[config.mk]
export PLATFORM = sky130hd
export DESIGN_NAME = vrf_port_arbiter
export DESIGN_NICKNAME = d
export VERILOG_FILES = /design/src/rtl/vcve2_pkg.sv /design/src/rtl/vrf_port_arbiter.sv
export SDC_FILE = /design/constraint.sdc
export NUM_CORES = 1
export LEC_CHECK = 0
export BUFFER_PORTS_ARGS = -buffer_cell sky130_fd_sc_hd__buf_2
export CAP_MARGIN = 20
export CORE_AREA = 3 3 259 261
export CTS_CLUSTER_DIAMETER = 40
export CTS_CLUSTER_SIZE = 14
export DETAILED_ROUTE_END_ITERATION = 8
export DIE_AREA = 0 0 262 264
export GPL_ROUTABILITY_DRIVEN = 0
export REMOVE_ABC_BUFFERS = 1
export SYNTH_ARGS = -nofsm -noshare
export SYNTH_HDL_FRONTEND = slang
export SYNTH_SLANG_ARGS = --single-unit
[constraint.sdc]
create_clock -name clk_i -period 2.96 [get_ports clk_i]
set_clock_uncertainty 0.1 [all_clocks]
set_input_delay 0.296 -clock clk_i [delete_from_list [all_inputs] [get_ports clk_i]]
set_output_delay 0.296 -clock clk_i [all_outputs]
set_load 0.02 [all_outputs]
[src/rtl/vcve2_pkg.sv]
// Shared types for the vector register file port arbiter.
package vcve2_pkg;

    localparam int unsigned VrfNumPorts = 2;

    typedef enum logic {
        ARB_FREE   = 1'b0,
        ARB_LOCKED = 1'b1
    } vrf_arb_state_t;

    // The port that is not `port` (two-port arbiter).
    function automatic logic vrf_other_port(input logic port);
        return ~port;
    endfunction

endpackage

[src/rtl/vrf_port_arbiter.sv]
// Round-robin arbiter sharing the single-port VRF RAM between the operand
// sequencer (port 0) and the load/store unit (port 1), with burst locking.
module vrf_port_arbiter
    import vcve2_pkg::*;
#(
    parameter int unsigned VLEN      = 128,
    parameter int unsigned AddrWidth = 5,
    parameter int unsigned MaxLock   = 16
) (
    input  logic                                 clk_i,
    input  logic                                 rst_ni,
    input  logic [VrfNumPorts-1:0]               req_i,
    input  logic [VrfNumPorts-1:0]               we_i,
    input  logic [VrfNumPorts-1:0]               lock_i,
    input  logic [VrfNumPorts*AddrWidth-1:0]     addr_i,
    input  logic [VrfNumPorts*VLEN-1:0]          wdata_i,
    output logic [VrfNumPorts-1:0]               gnt_o,
    output logic [VrfNumPorts-1:0]               rvalid_o,
    output logic [VLEN-1:0]                      rdata_o,
    output logic                                 lock_abort_o,
    output logic                                 ram_req_o,
    output logic                                 ram_we_o,
    output logic [AddrWidth-1:0]                 ram_addr_o,
    output logic [VLEN-1:0]                      ram_wdata_o,
    input  logic [VLEN-1:0]                      ram_rdata_i
);

    localparam int unsigned CntW = (MaxLock == 0) ? 1 : $clog2(MaxLock + 1);
    localparam logic [CntW-1:0] CntMax = (MaxLock == 0) ? {CntW{1'b1}} : CntW'(MaxLock);

    vrf_arb_state_t          state_q, state_d;
    logic                    rr_q, rr_d;
    logic                    owner_q, owner_d;
    logic [CntW-1:0]         cnt_q, cnt_d;
    logic [VrfNumPorts-1:0]  rvalid_q;

    logic [VrfNumPorts-1:0]  gnt;
    logic                    abort;
    logic                    free_arb;
    logic                    pref;
    logic                    winner;
    logic                    other;

    // Arbitration state, round-robin pointer, lock owner and lock counter.
    always_ff @(posedge clk_i or negedge rst_ni) begin
        if (!rst_ni) begin
            state_q <= ARB_FREE;
            rr_q    <= 1'b0;
            owner_q <= 1'b0;
            cnt_q   <= '0;
        end else begin
            state_q <= state_d;
            rr_q    <= rr_d;
            owner_q <= owner_d;
            cnt_q   <= cnt_d;
        end
    end

    // Grant decision and next-state; a released lock re-arbitrates in the same cycle.
    always_comb begin
        gnt      = '0;
        abort    = 1'b0;
        free_arb = 1'b0;
        pref     = rr_q;
        winner   = 1'b0;
        other    = vrf_other_port(owner_q);
        state_d  = state_q;
        rr_d     = rr_q;
        owner_d  = owner_q;
        cnt_d    = cnt_q;

        case (state_q)
            ARB_FREE: begin
                free_arb = 1'b1;
            end
            ARB_LOCKED: begin
                if (!req_i[owner_q]) begin
                    free_arb = 1'b1;
                    pref     = other;
                    state_d  = ARB_FREE;
                end else if ((MaxLock != 0) && (cnt_q == CntMax) && req_i[other]) begin
                    gnt[other] = 1'b1;
                    abort      = 1'b1;
                    rr_d       = owner_q;
                    state_d    = ARB_FREE;
                end else begin
                    gnt[owner_q] = 1'b1;
                    if (lock_i[owner_q]) begin
                        if (req_i[other] && (cnt_q != CntMax)) begin
                            cnt_d = cnt_q + CntW'(1);
                        end
                    end else begin
                        rr_d    = other;
                        state_d = ARB_FREE;
                    end
                end
            end
            default: begin
                state_d = ARB_FREE;
            end
        endcase

        if (free_arb && (req_i != '0)) begin
            winner      = (req_i == 2'b11) ? pref : req_i[1];
            gnt[winner] = 1'b1;
            if (lock_i[winner]) begin
                owner_d = winner;
                cnt_d   = '0;
                state_d = ARB_LOCKED;
            end else begin
                rr_d    = vrf_other_port(winner);
                state_d = ARB_FREE;
            end
        end
    end

    // One-cycle read latency: remember which port was granted a read.
    always_ff @(posedge clk_i or negedge rst_ni) begin
        if (!rst_ni) begin
            rvalid_q <= '0;
        end else begin
            rvalid_q <= gnt & ~we_i;
        end
    end

    // RAM-side mux from the granted port; address and data are zero when idle.
    always_comb begin
        ram_req_o   = |gnt;
        ram_we_o    = 1'b0;
        ram_addr_o  = '0;
        ram_wdata_o = '0;
        if (gnt[1]) begin
            ram_we_o    = we_i[1];
            ram_addr_o  = addr_i[2*AddrWidth-1:AddrWidth];
            ram_wdata_o = wdata_i[2*VLEN-1:VLEN];
        end else if (gnt[0]) begin
            ram_we_o    = we_i[0];
            ram_addr_o  = addr_i[AddrWidth-1:0];
            ram_wdata_o = wdata_i[VLEN-1:0];
        end
    end

    assign gnt_o        = gnt;
    assign lock_abort_o = abort;
    assign rvalid_o     = rvalid_q;
    assign rdata_o      = ram_rdata_i;

endmodule

==> results.py, run 1 <==
metrics = {
    "synthesis": {
        "async_reset_ff_frac": 1.000,
        "ys.warnings.count": 0,
        "netlist_area_um2": 2959,
        "synthTopCellsByCount": "a22o_1 (134), buf_4 (129), buf_2 (16), clkbuf_1 (11), dfrtp_1 (10)",
        "ys_seq_elements": 10,
        "synth_most_common_cell": "a22o_1",
        "yosys.area.top_type": "a22o_1",
        "ys_types": 33,
        "ys.flop_type": "dfrtp_1",
        "postSynthAreaPerCell_um2": 8.085,
        "synth-edff-count": 0,
        "synth.area.top_cells": "a22o_1 (40%), buf_4 (33%), dfrtp_1 (8.5%), buf_2 (2.7%), buf_6 (1.9%)",
        "yosysTopAreaCellShare": 0.3966,
        "ys_seq_area_frac": 0.08457,
        "synth_cells": 366,
    },
    "detailed_routing": {
        "vias": 4847,
        "drt_iter0_drc": 243,
        "drc_errors": 0,
        "wl_um": 57790,
        "vias_per_cell": 3.170,
        "first_pass_iters": 4,
        "postRouteAntennaNets": 0,
        "wire_per_inst_um": 37.80,
    },
    "sta": {
        "slew_headroom": 0.7490,
        "fmax_ghz": 0.3482,
        "setup_viol": 0,
        "final.setup.tns_ps": 0,
        "slew_violations": 0,
        "fin_crit_ps": 2872,
        "fin_crit_sh": 0.9702,
        "hold_violations": 0,
        "worst_slew_pin_slew_ps": 376.5,
    },
    "critical_path": {
        "crit_family": "buffers and inverters",
        "crit_chain": "inv_1 -> ha_1 -> nor4bb_4 -> xnor2_1 -> mux2i_2 -> o21a_4 -> buf_12 -> clkbuf_16 -> a22o_1 -> buf_2",
        "crit_fanout": 16,
        "cp_slowest_cell": "dfrtp_1",
        "critical_path.max_stage_delay_ps": 410,
        "crit_path_start_kind": "flop",
        "critical_path_class": "flop to output port",
        "critical_path_buf_inv_count": 4,
        "end_kind": "output port",
        "cp.arrival_ps": 2480,
        "cp_data_required_time_ps": 2560,
    },
    "power_and_ir_drop": {
        "vdd_drop_max_mv": 0.2067,
        "clkPwrFrac": 0.110,
        "p_leak_uw": 0.002749,
        "power_frac_seq": 0.076,
        "intPower_uw": 1314,
        "finalPower_uw": 2732,
        "p_per_area_nw_per_um2": 495.3,
        "swShare": 0.5189,
        "p_switching_uw": 1418,
        "p_comb_frac": 0.815,
    },
    "clocking": {
        "tritoncts": "built",
        "clk_pin_slew_worst_paths_ps": 50,
        "clockRootBuffer": "clkbuf_16",
        "htreeDepth": 1,
        "clock_sinks": 10,
        "clockBufferDepth": 2,
        "insertion_delay_ps": 260,
        "cts_made_buffers": 3,
    },
    "global_route": {
        "grt_pass1_wl_um": 65070,
        "grt_pass1_vias": 4358,
        "grt_max_degree": 42,
        "antenna_found_initial": 81,
        "grt.overflow.total": 0,
        "grt_util_all_layers": 0.1580,
    },
    "floorplanning": {
        "core_um2": 64700,
        "io_pins": 670,
        "die_w_um": 262,
        "initial_core_util": 0.04574,
        "die_area_um2": 69170,
        "rows": 93,
        "die_h_um": 264,
    },
    "placement": {
        "post_dp_cell_area_um2": 5235,
        "io_buffer_count": 413,
        "dp_hpwl_um": 50470,
    },
    "run_status": {
        "outcome": "completed",
    },
    "flow_run": {
        "cap_violations": 0,
    },
    "finish": {
        "drive_gt1_frac": 0.6944,
        "area_growth_pct": 86.43,
        "nNetsFinal": 1053,
        "fillers": 7664,
        "fin_area_um2": 5517,
    },
    "hold_path": {
        "hold_path.class": "primary input to flop",
    },
}
-- per-layer routing --
| layer | global-route usage | routed length (um) |
|---|---|---|
| met1 | 0.2053 | 24920 |
| met2 | 0.1559 | 15790 |
| met3 | 0.1852 | 15450 |
| met4 | 0.01997 | 710 |
| met5 | 0.05271 | 926 |
-- layout by cell type (no fill, tap or decap), types with 3 or more instances in the layout --
cell type,n
buf_2,409
a22o_1,133
diode_2,26
buf_4,14
dfrtp_1,10
buf_12,8
nand2_1,7
inv_1,5
nor2_1,5
a21oi_1,5
clkbuf_16,5
o21ai_0,4
nand2b_1,4
nor2b_1,3
nand4_1,3
buf_6,3
-- cells by family after synthesis --
kind of cell	after synthesis	synth area share
multiplexers	4	0.01522
AO/OA/AOI/OAI	153	0.4393
XOR/XNOR	4	0.01184
flip-flops	10	0.08457
AND/OR/NAND/NOR	26	0.04567
buffers and inverters	167	0.3949
adder cells (fa/ha/maj)	2	0.008455
-- power groups by stage --
stage / registers (uW) / logic [uW] / clock network (uW)
2_1_floorplan: 201 / 1230 / 0
3_5_place_dp: 209 / 2160 / 0
5_1_grt: 212 / 2390 / 322
4_1_cts: 207 / 2170 / 320
3_3_place_gp: 209 / 2150 / 0
6_report: 207 / 2230 / 299
-- state kept, by name, summed over array words and instances (netlist names) --
signal / flops
cnt_q: 5
rvalid_o: 2
owner_q: 1
rr_q: 1
state_q: 1
-- worst paths after layout --
check	from	end	slack (ps)	cells after the start
max in group asynchronous	rst_ni	cnt_q[1]	2120	2
worst min-delay path	we_i[1]	rvalid_o[1]	110	2
worst min register to register	cnt_q[4]	cnt_q[4]	460	2
worst max register to register	cnt_q[0]	rvalid_o[0]	870	8
worst max-delay path	cnt_q[0]	ram_wdata_o[55]	90	10
min in group asynchronous	rst_ni	cnt_q[3]	380	2
-- through the flow --
stage             util  instances  hold WS [ps]  worst slack, ps
4_1_cts        0.08254       1498         90.64            38.89
5_1_grt        0.08453       1510         103.5           -2.322
2_1_floorplan        -        205        -99.59            -2322
3_3_place_gp   0.08092       1493         123.9            249.5
6_report       0.08527       1529         105.6            88.33
3_5_place_dp   0.08092       1493         124.4            252.1
-- worst register-to-register path: stages, from the launching register on --
cell      delay, ps
dfrtp_1         410
inv_1            80
ha_1            140
nor4bb_4        220
xnor2_1         130
mux2i_2         270
o21a_4          230
buf_12          220
nor2b_1         220
-- layout make-up --
class	count	area, um2	share of cell area
Clock buffer	4	88.84	0.01610
Antenna cell	26	65.06	0.01179
Tap cell	855	1070	0.1939
Inverter	6	22.52	0.004083
Timing Repair Buffer	439	2441	0.4425
Sequential cell	10	250.2	0.04536
Multi-Input combinational cell	189	1579	0.2862
-- timing repair --
action,CTS,global route
endpoints found under the setup margin,44,89
gates cloned,0,2
gates resized for setup,1,7
endpoints found under the hold margin,10,0
hold buffers,1,0
setup buffers,0,3
pin swaps,0,1
(Power assumes the default switching activity.)
==> run 2, diff against run 1 <==
--- a/config.mk
+++ b/config.mk
@@ -7,13 +7,14 @@
 export LEC_CHECK = 0
 export BUFFER_PORTS_ARGS = -buffer_cell sky130_fd_sc_hd__buf_2
 export CAP_MARGIN = 20
-export CORE_AREA = 3 3 259 261
+export CORE_AREA = 3 3 262 264
 export CTS_CLUSTER_DIAMETER = 40
 export CTS_CLUSTER_SIZE = 14
 export DETAILED_ROUTE_END_ITERATION = 8
-export DIE_AREA = 0 0 262 264
+export DIE_AREA = 0 0 265 267
 export GPL_ROUTABILITY_DRIVEN = 0
 export REMOVE_ABC_BUFFERS = 1
 export SYNTH_ARGS = -nofsm -noshare
 export SYNTH_HDL_FRONTEND = slang
 export SYNTH_SLANG_ARGS = --single-unit
+export TNS_END_PERCENT = 100
==> constraint.sdc (replaced) <==
create_clock -name clk_i -period 2.6 [get_ports clk_i]
set_clock_uncertainty 0.1 [all_clocks]
set_input_delay 0.26 -clock clk_i [delete_from_list [all_inputs] [get_ports clk_i]]
set_output_delay 0.26 -clock clk_i [all_outputs]
set_load 0.02 [all_outputs]
==> run 2 against run 1 <==
The flow now finishes with violations (negative setup slack). Clock power fell by 9.4%. Register-to-register slack got worse by 160 ps. Flip-flop and latch count did not move. Sequential power rose by 6%. Worst setup slack got worse by 270 ps. Via count fell by 0.35%. Routed wire length fell by 3.3%. Critical path depth rose by 1. Critical endpoint is now ram_wdata_o[86].
==> results.py, run 2 (synthesis results as in run 1) <==
metrics = {
    "clocking": {
        "insertion_delay_ps": 240,
        "clock_sinks": 10,
        "clockBufferDepth": 2,
        "clockRootBuffer": "clkbuf_16",
        "cts_made_buffers": 3,
        "tritoncts": "built",
        "clk_pin_slew_worst_paths_ps": 40,
        "htreeDepth": 1,
    },
    "sta": {
        "hold_violations": 0,
        "setup_viol": 115,
        "final.setup.tns_ps": -15570,
        "rsz0062_at_grt": "yes",
        "final.setup.worst_slack_ps": -180.9,
        "slew_headroom": 0.7396,
        "fmax_ghz": 0.3596,
        "fin_crit_ps": 2781,
        "worst_slew_pin_slew_ps": 390.7,
        "fin_crit_sh": 1.070,
        "slew_violations": 0,
    },
    "placement": {
        "io_buffer_count": 413,
        "dp_hpwl_um": 47880,
        "dpl_worst_slack_ps": 15.53,
        "dpl.cell_count": 1525,
    },
    "finish": {
        "instances_no_fill": 1551,
        "layout_common_cells": "buf_2 (388), a22o_1 (133), buf_4 (44)",
        "drive_gt1_frac": 0.7000,
        "area_growth_pct": 90.11,
        "largest_reg_flops": 5,
        "nNetsFinal": 1066,
        "largest-register": "cnt_q",
        "final_common_cell": "buf_2",
    },
    "global_route": {
        "grt_max_degree": 29,
        "grt_pass1_vias": 4445,
        "grt_util_all_layers": 0.1487,
        "grt.overflow.total": 0,
        "antenna_found_initial": 76,
        "grt_pass1_wl_um": 63470,
    },
    "critical_path": {
        "end_kind": "output port",
        "critical_path_class": "flop to output port",
        "crit_chain": "inv_1 -> ha_1 -> nor4bb_2 -> buf_4 -> xnor2_1 -> mux2i_2 -> o21a_4 -> buf_12 -> buf_12 -> a22o_1 -> buf_2",
        "path_common_cell": "buf_12",
        "critical_path.max_stage_delay_ps": 370,
        "crit_fanout": 18,
        "cp.arrival_ps": 2420,
        "cp_slowest_cell": "dfrtp_1",
        "crit_path_start_kind": "flop",
        "cp_data_required_time_ps": 2240,
    },
    "floorplanning": {
        "initial_core_util": 0.04430,
        "die_w_um": 265,
        "die_h_um": 267,
        "die_area_um2": 70760,
        "io_pins": 670,
        "rows": 95,
        "core_um2": 66800,
    },
    "run_status": {
        "outcome": "finished with violations",
        "violations": "negative setup slack",
    },
    "detailed_routing": {
        "first_pass_iters": 4,
        "drc_errors": 0,
        "wl_um": 55880,
        "postRouteAntennaNets": 0,
        "vias_per_cell": 3.114,
        "vias": 4830,
        "wire_per_inst_um": 36.03,
        "drt_iter0_drc": 298,
    },
    "power_and_ir_drop": {
        "p_comb_frac": 0.842,
        "p_per_area_nw_per_um2": 550.4,
        "swShare": 0.5049,
        "p_switching_uw": 1563,
        "vdd_drop_max_mv": 0.2978,
        "intPower_uw": 1533,
        "power_frac_seq": 0.071,
        "p_leak_uw": 0.002808,
        "clkPwrFrac": 0.087,
    },
    "flow_run": {
        "cap_violations": 0,
    },
    "hold_path": {
        "hold_path.class": "primary input to flop",
    },
}
==> run 2: changes by cell type in the layout (fill, tap and decap cells not counted), moves of 3 or more <==
cell,change
buf_2,-21
buf_12,-3
buf_4,+30
diode_2,-8
buf_6,+7
==> run 2: path summary, 6_finish.rpt <==
| kind | from | to | slack (ps) | cells past startpoint |
|---|---|---|---|---|
| setup / recovery | cnt_q[0] | ram_wdata_o[86] | -180 | 11 |
| hold / removal | we_i[0] | rvalid_o[0] | 90 | 2 |
| setup reg to reg | cnt_q[0] | rvalid_o[1] | 710 | 9 |
| hold reg to reg | cnt_q[4] | cnt_q[4] | 450 | 2 |
| max in group asynchronous | rst_ni | owner_q | 1870 | 2 |
| min in group asynchronous | rst_ni | rvalid_o[1] | 320 | 2 |
==> run 2: final cells by class <==
| class | count | area [um2] |
|---|---|---|
| antenna | 18 | 45.04 |
| clock buffer | 3 | 75.07 |
| fill | 7892 | 61180 |
| inverter | 6 | 22.52 |
| multi-input combinational | 189 | 1570 |
| sequential | 10 | 250.2 |
| tap | 873 | 1092 |
| timing repair buffer | 452 | 2570 |
==> run 2: what timing repair did <==
item	4_1_cts	5_1_grt
gates resized for setup	22	20
hold buffers	1	0
pin swaps	2	1
hold endpoints to repair	10	0
setup buffers	1	1
endpoints found under the setup margin	117	136
cloned	1	1
==> run 2: metal layers <==
metal  global-route usage  part of all wire
met1               0.1923              0.44
met2               0.1528              0.28
met5              0.04662             0.013
met4              0.02354             0.018
met3               0.1622              0.24
==> run 2: per-stage QoR <==
| step | instance area (um2) | total power, uW | utilization | hold slack, ps |
|---|---|---|---|---|
| 2_1_floorplan | 1813 | 1629 | - | -135.6 |
| 3_3_place_gp | 5305 | 2664 | 0.07942 | 45.51 |
| 3_5_place_dp | 5305 | 2663 | 0.07942 | 47.08 |
| 4_1_cts | 5494 | 3033 | 0.08224 | 86.30 |
| 5_1_grt | 5598 | 3283 | 0.08380 | 99.81 |
| 6_report | 5625 | 3096 | 0.08421 | 88.27 |
==> run 2: worst max-delay path: cells and delay by family, from the launching register on <==
kind | cells | cell delay (ps)
buffers and inverters | 5 | 700
AO/OA/AOI/OAI | 2 | 490
flip-flops | 1 | 370
AND/OR/NAND/NOR | 1 | 190
adder cells (fa/ha/maj) | 1 | 130
multiplexers | 1 | 130
XOR/XNOR | 1 | 120
==> run 2: power groups by stage <==
stage | clock, uW | combinational [uW] | sequential, uW
6_report | 271 | 2610 | 220
3_3_place_gp | 0 | 2440 | 221
2_1_floorplan | 0 | 1400 | 229
4_1_cts | 277 | 2540 | 220
5_1_grt | 289 | 2770 | 226
3_5_place_dp | 0 | 2440 | 222
